`config.mk`:
```
export PLATFORM = sky130hd
export DESIGN_NAME = memory_responder
export DESIGN_NICKNAME = d
export VERILOG_FILES = /design/src/rtl/memory_responder.sv
export SDC_FILE = /design/constraint.sdc
export NUM_CORES = 2
export LEC_CHECK = 0
export BUFFER_PORTS_ARGS = -buffer_cell sky130_fd_sc_hd__buf_2
export CAP_MARGIN = 20
export CORE_MARGIN = 5
export CORE_UTILIZATION = 28
export DETAILED_ROUTE_END_ITERATION = 16
export PLACE_DENSITY = 0.51
export SLEW_MARGIN = 20
export SYNTH_ARGS = -nofsm -noshare
export SYNTH_HDL_FRONTEND = slang
export SYNTH_SLANG_ARGS = --single-unit
```
`constraint.sdc`:
```
create_clock -name clk -period 4.85 [get_ports clk]
set_clock_uncertainty 0.2 [all_clocks]
set_input_delay 0 -clock clk [delete_from_list [all_inputs] [get_ports clk]]
set_output_delay 0 -clock clk [all_outputs]
set_load 0.02 [all_outputs]
```
`src/rtl/memory_responder.sv`:
```
// Byte-wide program/data memory responder: streaming loader after reset, then
// zero-latency core reads, clocked core writes and one memory-mapped I/O register pair.
module memory_responder #(
    parameter int                   ADDR_BITS = 8,
    parameter int                   DATA_BITS = 8,
    parameter logic [ADDR_BITS-1:0] IO_ADDR   = 8'hFF
) (
    input  logic                 clk,
    input  logic                 reset,
    input  logic                 rd_ram_en,
    input  logic [ADDR_BITS-1:0] rd_ram_addr,
    output logic [DATA_BITS-1:0] rd_ram_data,
    input  logic                 wr_ram_en,
    input  logic [ADDR_BITS-1:0] wr_ram_addr,
    input  logic [DATA_BITS-1:0] wr_ram_data,
    input  logic                 ld_valid,
    output logic                 ld_ready,
    input  logic [DATA_BITS-1:0] ld_data,
    input  logic                 ld_last,
    output logic                 core_reset,
    input  logic [DATA_BITS-1:0] io_in,
    output logic [DATA_BITS-1:0] io_out
);

    typedef enum logic {LOAD = 1'b0, RUN = 1'b1} state_t;

    localparam int DEPTH = 1 << ADDR_BITS;

    state_t                 state_r;
    state_t                 state_next_s;
    logic [ADDR_BITS-1:0]   load_ptr_r;
    logic [DATA_BITS-1:0]   io_out_r;
    logic [DATA_BITS-1:0]   rd_hold_r;
    logic                   core_reset_r;
    logic [DATA_BITS-1:0]   mem_r [DEPTH];

    logic                   ld_ready_s;
    logic                   accept_s;
    logic                   mem_we_s;
    logic [ADDR_BITS-1:0]   mem_waddr_s;
    logic [DATA_BITS-1:0]   mem_wdata_s;
    logic                   io_we_s;
    logic                   rd_active_s;
    logic [DATA_BITS-1:0]   rd_val_s;
    logic [DATA_BITS-1:0]   rd_data_s;

    // Next-state, shared memory write port and read-data selection
    always_comb begin
        state_next_s = state_r;
        accept_s     = 1'b0;
        mem_we_s     = 1'b0;
        mem_waddr_s  = load_ptr_r;
        mem_wdata_s  = ld_data;
        io_we_s      = 1'b0;
        ld_ready_s   = (state_r == LOAD) && !reset;
        rd_active_s  = (state_r == RUN) && rd_ram_en && !reset;

        if (rd_ram_addr == IO_ADDR) begin
            rd_val_s = io_in;
        end else begin
            rd_val_s = mem_r[rd_ram_addr];
        end

        case (state_r)
            LOAD: begin
                if (ld_valid && ld_ready_s) begin
                    accept_s = 1'b1;
                    mem_we_s = 1'b1;
                    // Last marker or the top byte (memory full) ends the load
                    if (ld_last || (&load_ptr_r)) begin
                        state_next_s = RUN;
                    end else begin
                        state_next_s = LOAD;
                    end
                end else begin
                    state_next_s = LOAD;
                end
            end
            RUN: begin
                state_next_s = RUN;
                if (wr_ram_en && !reset) begin
                    mem_waddr_s = wr_ram_addr;
                    mem_wdata_s = wr_ram_data;
                    if (wr_ram_addr == IO_ADDR) begin
                        io_we_s = 1'b1;
                    end else begin
                        mem_we_s = 1'b1;
                    end
                end else begin
                    mem_we_s = 1'b0;
                end
            end
            default: begin
                state_next_s = LOAD;
            end
        endcase

        if (reset) begin
            rd_data_s = '0;
        end else if (rd_active_s) begin
            rd_data_s = rd_val_s;
        end else begin
            rd_data_s = rd_hold_r;
        end
    end

    // Control state, load pointer, I/O register and read hold register
    always_ff @(posedge clk) begin
        if (reset) begin
            state_r      <= LOAD;
            load_ptr_r   <= '0;
            io_out_r     <= '0;
            rd_hold_r    <= '0;
            core_reset_r <= 1'b1;
        end else begin
            state_r      <= state_next_s;
            core_reset_r <= (state_next_s == LOAD);
            if (accept_s) begin
                load_ptr_r <= load_ptr_r + ADDR_BITS'(1);
            end
            if (io_we_s) begin
                io_out_r <= wr_ram_data;
            end
            if (rd_active_s) begin
                rd_hold_r <= rd_val_s;
            end
        end
    end

    // Memory array is deliberately left uncleared by reset
    always_ff @(posedge clk) begin
        if (mem_we_s) begin
            mem_r[mem_waddr_s] <= mem_wdata_s;
        end
    end

    assign ld_ready    = ld_ready_s;
    assign core_reset  = core_reset_r;
    assign io_out      = io_out_r;
    assign rd_ram_data = rd_data_s;

endmodule
```
## Yosys cells after proc, flatten, opt, wreduce, memory -nomap -nowiden

Memories as Yosys holds them, arrays and structs flattened.
Cells that the tools add are included.

- Bits in registers: 26
- Bits in writable memories: 2048
- Input port bits: 46
- Word-level logic and storage cells: 39
- Memories kept: 1

- Add/subtract/negate cells: 1
- Equal/unequal tests: 2
- Muxes and demuxes: 20
- Bitwise operators: 2
- Reductions and logical operators: 8

Memories:

| name | depth | width | rd ports | clocked after Yosys merged registers in | write ports | RTL line | text |
|---|---|---|---|---|---|---|---|
| mem_r | 256 | 8 | 1 | 0 | 1 | 35 | `logic [DATA_BITS-1:0] mem_r [DEPTH];` |

Operator list:

| kind | count |
|---|---|
| two-way mux 8 bit | 7 |
| == test 8 bit (second input constant) | 2 |
| two-way mux 1 bit | 11 |
| adder 8 x 1 -> 8 bit (second input constant) | 1 |
| AND reduction 8 bit | 1 |
| logical AND 1 bit | 5 |
| case mux 1 bit (2 select lines) | 2 |
| NOT 1 bit | 2 |
| zero test 1 bit | 1 |
| logical OR 1 bit | 1 |

## Depth between registers and ports, before layout

- Depth in word-level cells: 7
- Depth in mapped cells: 12

## Worst setup path after synthesis

No wires, ideal clock.

- Path type: reg-to-reg
- From: register state_r
- To: memory mem_r[0][0] (data pin)
- Setup time: 0.556 ns
- Arrival time: 3.110 ns
- Required time: 4.094 ns
- Slack: 0.984 ns
- Cell stages (with the launch flop): 6
- Clock period less this slack: 3.866 ns
- Cell sequence: dfxtp_1 nor2b_1 nand2_1 clkbuf_1 buf_1 mux2_2

- Word-level cells in the longest chain between the ends: 1

RTL lines:

| item | RTL line | text |
|---|---|---|
| from (decl) | 29 | `state_t state_r;` |
| from (signal assigned) | 116 | `state_r <= state_next_s;` |
| two-way mux 8 bit | 64 | `case (state_r)` |
| named net mem_wdata_s[0] | 41 | `logic [DATA_BITS-1:0] mem_wdata_s;` |
| to (decl) | 35 |  |

The timed path passes the listed nets, and every way through them passes these cells.

## Final worst setup path

- From: register state_r
- To: output rd_ram_data[3]

- Word-level cells in the longest chain between the ends: 4

RTL lines:

| item | RTL line | text |
|---|---|---|
| logical AND 1 bit (2 in a row) | 56 | `rd_active_s = (state_r == RUN) && rd_ram_en && !reset;` |
| two-way mux 8 bit | 100 | `end else if (rd_active_s) begin` |
| two-way mux 8 bit | 98 | `if (reset) begin` |
| to (decl) | 12 | `output logic [DATA_BITS-1:0] rd_ram_data,` |

No other way between the ends.

==> results.sh <==
export IMPL_finalCriticalPeriod_ns=4.52
export IMPL_io_pins=64
export IMPL_layout_cells_non_filler=8235
export IMPL_initial_core_util=0.281
export IMPL_avgSynthCellArea_um2=20.6
export IMPL_worstRegToRegCells=8
export IMPL_drtIter0Drc=4368
export IMPL_regToRegSetupSlack_ns=0.55
export IMPL_setup_violations=0
export IMPL_synth_warnings=0
export IMPL_viasPerCell=4.97
export IMPL_min_path_type="in2reg"
export IMPL_synth_flop_cell="edfxtp_1"
export IMPL_slew_violations=0
export IMPL_drt_antenna_violating_nets=0
export IMPL_worst_path_most_repeated_cell="dlygate4sd3_1"
export IMPL_min_to="mem_r[207][4]"
export IMPL_path_buf_inv=3
export IMPL_die_w_um=548
export IMPL_place_gp_congestion=0.797
export IMPL_track_usage=0.152
export IMPL_slowest_stage="and2_1"
export IMPL_drc_errors=0
export IMPL_worstHoldStart="wr_ram_addr[4]"
export IMPL_peakVddDrop_uv=315
export IMPL_numCtsBuffers=217
export IMPL_drive_gt1_frac=0.242
export IMPL_p_per_area_mw_per_mm2=402
export IMPL_path_class="reg2out"
export IMPL_maxSlewHeadroom=0.269
export IMPL_nets=4311
export IMPL_clock_root_buffer="clkbuf_16"
export IMPL_synth_async_reset_ratio=0
export IMPL_clock_sinks=2074
export IMPL_status="finished, final reports clean"
export IMPL_grt_pass1_vias=41800
export IMPL_max_freq_mhz=221
export IMPL_finalWorstSetupSlack_ns=0.328
export IMPL_grt_ovfl_total=0
export IMPL_crit_path_start_kind="flip-flop"
export IMPL_grt_start_max_net_pins=126
export IMPL_core_area_mm2=0.288
export IMPL_clock_path_buffers=3
export IMPL_synth_cell_types=59
export IMPL_post_route_period_util=0.932
export IMPL_dp_hpwl_mm=144
export IMPL_endpoint_kind="output pin"
export IMPL_cpPeakStageDelay_ns=0.72
export IMPL_worst_slew_pin_slew_ns=1.10
export IMPL_r2r_end="mem_r[65][4]"
export IMPL_cts_tree="built"
export IMPL_hold_depth=5
export IMPL_rsz0062_at_grt="no"
export IMPL_r2r_start="state_r"
export IMPL_drt_first_pass_iters=8
export IMPL_cp_top_family="buffers and inverters"
export IMPL_dp_cells=7745
export IMPL_clk_pin_slew_ns=0.06
export IMPL_routed_wl_mm=232
export IMPL_syn_nets=3981
export IMPL_area_growth_pct=16.9
export IMPL_portBuffers=63
export IMPL_clock_latency_ns=0.85
export IMPL_crit_chain="nor2b_1 > and2_1 > o21a_1 > dlygate4sd3_1 > a21oi_1 > dlygate4sd3_1 > a41oi_1 > buf_2"
export IMPL_synth_edf_count=2048
export IMPL_die_area_mm2=0.300
export IMPL_antenna_found_initial=13
export IMPL_cts_htree_levels=4
export IMPL_hold_violations=0
export IMPL_yosysSeqAreaShare=0.766
export IMPL_fp_dieH_um=548
export IMPL_cap_violations=0
export IMPL_syn_cell_area_mm2=0.0809
export IMPL_tns_ns=0
export IMPL_wl_per_cell_um=28.2
export IMPL_rows=197
export IMPL_ys_ff_latch=2074
export IMPL_final_common_cell="edfxtp_1"
export IMPL_num_vias=40900
export IMPL_worstPathArrival_ns=4.32
export IMPL_critical_path_required_ns=4.65
export IMPL_report_power_total_uw=38100
export IMPL_grt_pass1_wl_mm=328
export IMPL_postCtsSetupRepairBufs=0
export IMPL_dp_slack_ns=0.695
export IMPL_synthCells=3934
export IMPL_p_leak_uw=0.0292
export IMPL_layout_common_cells="edfxtp_1, mux4_2, nor2_1"
export IMPL_crit_fanout=9
[layout make-up]
class / instances / area (µm²)
repair buffers: 347 / 3010
clock inverters: 121 / 1160
diodes: 4 / 10.0
fillers: 27200 / 193000
inverters: 5 / 23.8
well taps: 3781 / 4730
flip-flops and latches: 2074 / 62000
clock buffers: 284 / 5760
multi-input cells: 1619 / 17900
[where the power goes]
part,switching [µW],internal [µW]
clock,7020,9190
combinational,1380,690
sequential,7.84,19800
[what timing repair did]
action                                 4_1_cts  5_1_grt
endpoints found under the hold margin      912        0
resized for setup                            0        0
hold buffers                                81        0
[worst reg2reg max path: cells and delay by family, from the launching register on]
family,cells,cell delay [ns]
AND/OR/NAND/NOR,4,1.76
buffers and inverters,3,1.20
flip-flops,1,0.43
AO/OA/AOI/OAI,1,0.30
[layer usage]
layer	vias to the layer above	share of wire	track usage	wire length, µm
met5	-	0	0	0
met4	0	0.029	0.0431	6750
met3	324	0.064	0.0288	14900
met2	1429	0.49	0.249	113000
met1	22100	0.42	0.206	97900
li1	17100	-	-	-
[per-stage QoR]
stage	hold slack (ns)	cell area, µm²	utilization
2_1_floorplan	-0.0525	80900	-
3_3_place_gp	0.0667	86800	0.302
3_5_place_dp	0.0761	86900	0.302
4_1_cts	0.000261	94600	0.329
5_1_grt	0.0311	94600	0.329
6_report	0.0754	94600	0.329
[state kept, by name, indices dropped and copies added (netlist names)]
signal      count
mem_r        2048
io_out          8
load_ptr_r      8
rd_hold_r       8
core_reset      1
state_r         1
[synth_stat cells (4+ instances only)]
cell type / count / area share
or2_2: 6 / 0.00046
o21ai_1: 8 / 0.00049
o311ai_0: 4 / 0.00043
mux4_2: 458 / 0.13
dfxtp_1: 26 / 0.0064
nand3b_1: 9 / 0.00083
edfxtp_1: 2048 / 0.76
nor2b_1: 19 / 0.0015
a22oi_1: 71 / 0.0066
nor2_1: 301 / 0.014
o41ai_1: 5 / 0.00054
nand2b_1: 16 / 0.0012
o22ai_1: 14 / 0.0011
a221oi_1: 60 / 0.0065
buf_4: 24 / 0.0022
clkbuf_1: 116 / 0.0054
a311oi_1: 7 / 0.00076
o211ai_1: 17 / 0.0016
xor2_1: 4 / 0.00043
o31ai_1: 6 / 0.00056
a31oi_1: 10 / 0.00077
a211oi_1: 9 / 0.00083
mux2i_1: 206 / 0.025
nand2_1: 131 / 0.0061
a32oi_1: 13 / 0.0014
mux2_2: 16 / 0.0022
buf_2: 51 / 0.0032
buf_1: 13 / 0.00060
o21ai_0: 58 / 0.0036
buf_6: 31 / 0.0043
a211o_1: 6 / 0.00065
a21oi_1: 53 / 0.0033
and3_1: 8 / 0.00062
nand3_1: 51 / 0.0032
a22o_1: 6 / 0.00065
and2_1: 8 / 0.00062
o221ai_1: 10 / 0.0011
[logic make-up (layout without fill, tap and decap cells)]
group / Yosys count / in the layout / synth area share
buffers and inverters: 241 / 757 / 0.0161
adders and majority gates: 1 / 1 / 0.000155
other: 0 / 4 / 0
AOI/OAI and AO/OA: 370 / 370 / 0.0322
xor gates and xnor gates: 7 / 7 / 0.000757
DFF: 2074 / 2074 / 0.766
and+or+nand+nor: 561 / 561 / 0.0294
muxes: 680 / 680 / 0.155
[worst max-delay path by stage]
stage          cells past startpoint  slack [ns]              to            from
6_report                           8        0.33  rd_ram_data[3]         state_r
5_1_grt                            8        0.15  rd_ram_data[3]         state_r
4_1_cts                            8        0.29  rd_ram_data[3]         state_r
3_5_place_dp                      10        0.69  rd_ram_data[0]  rd_ram_addr[0]
3_3_place_gp                       9        0.44  rd_ram_data[7]  rd_ram_addr[0]
2_1_floorplan                      5        0.98     mem_r[0][0]         state_r
No activity file was read; power rests on OpenSTA's default activity.
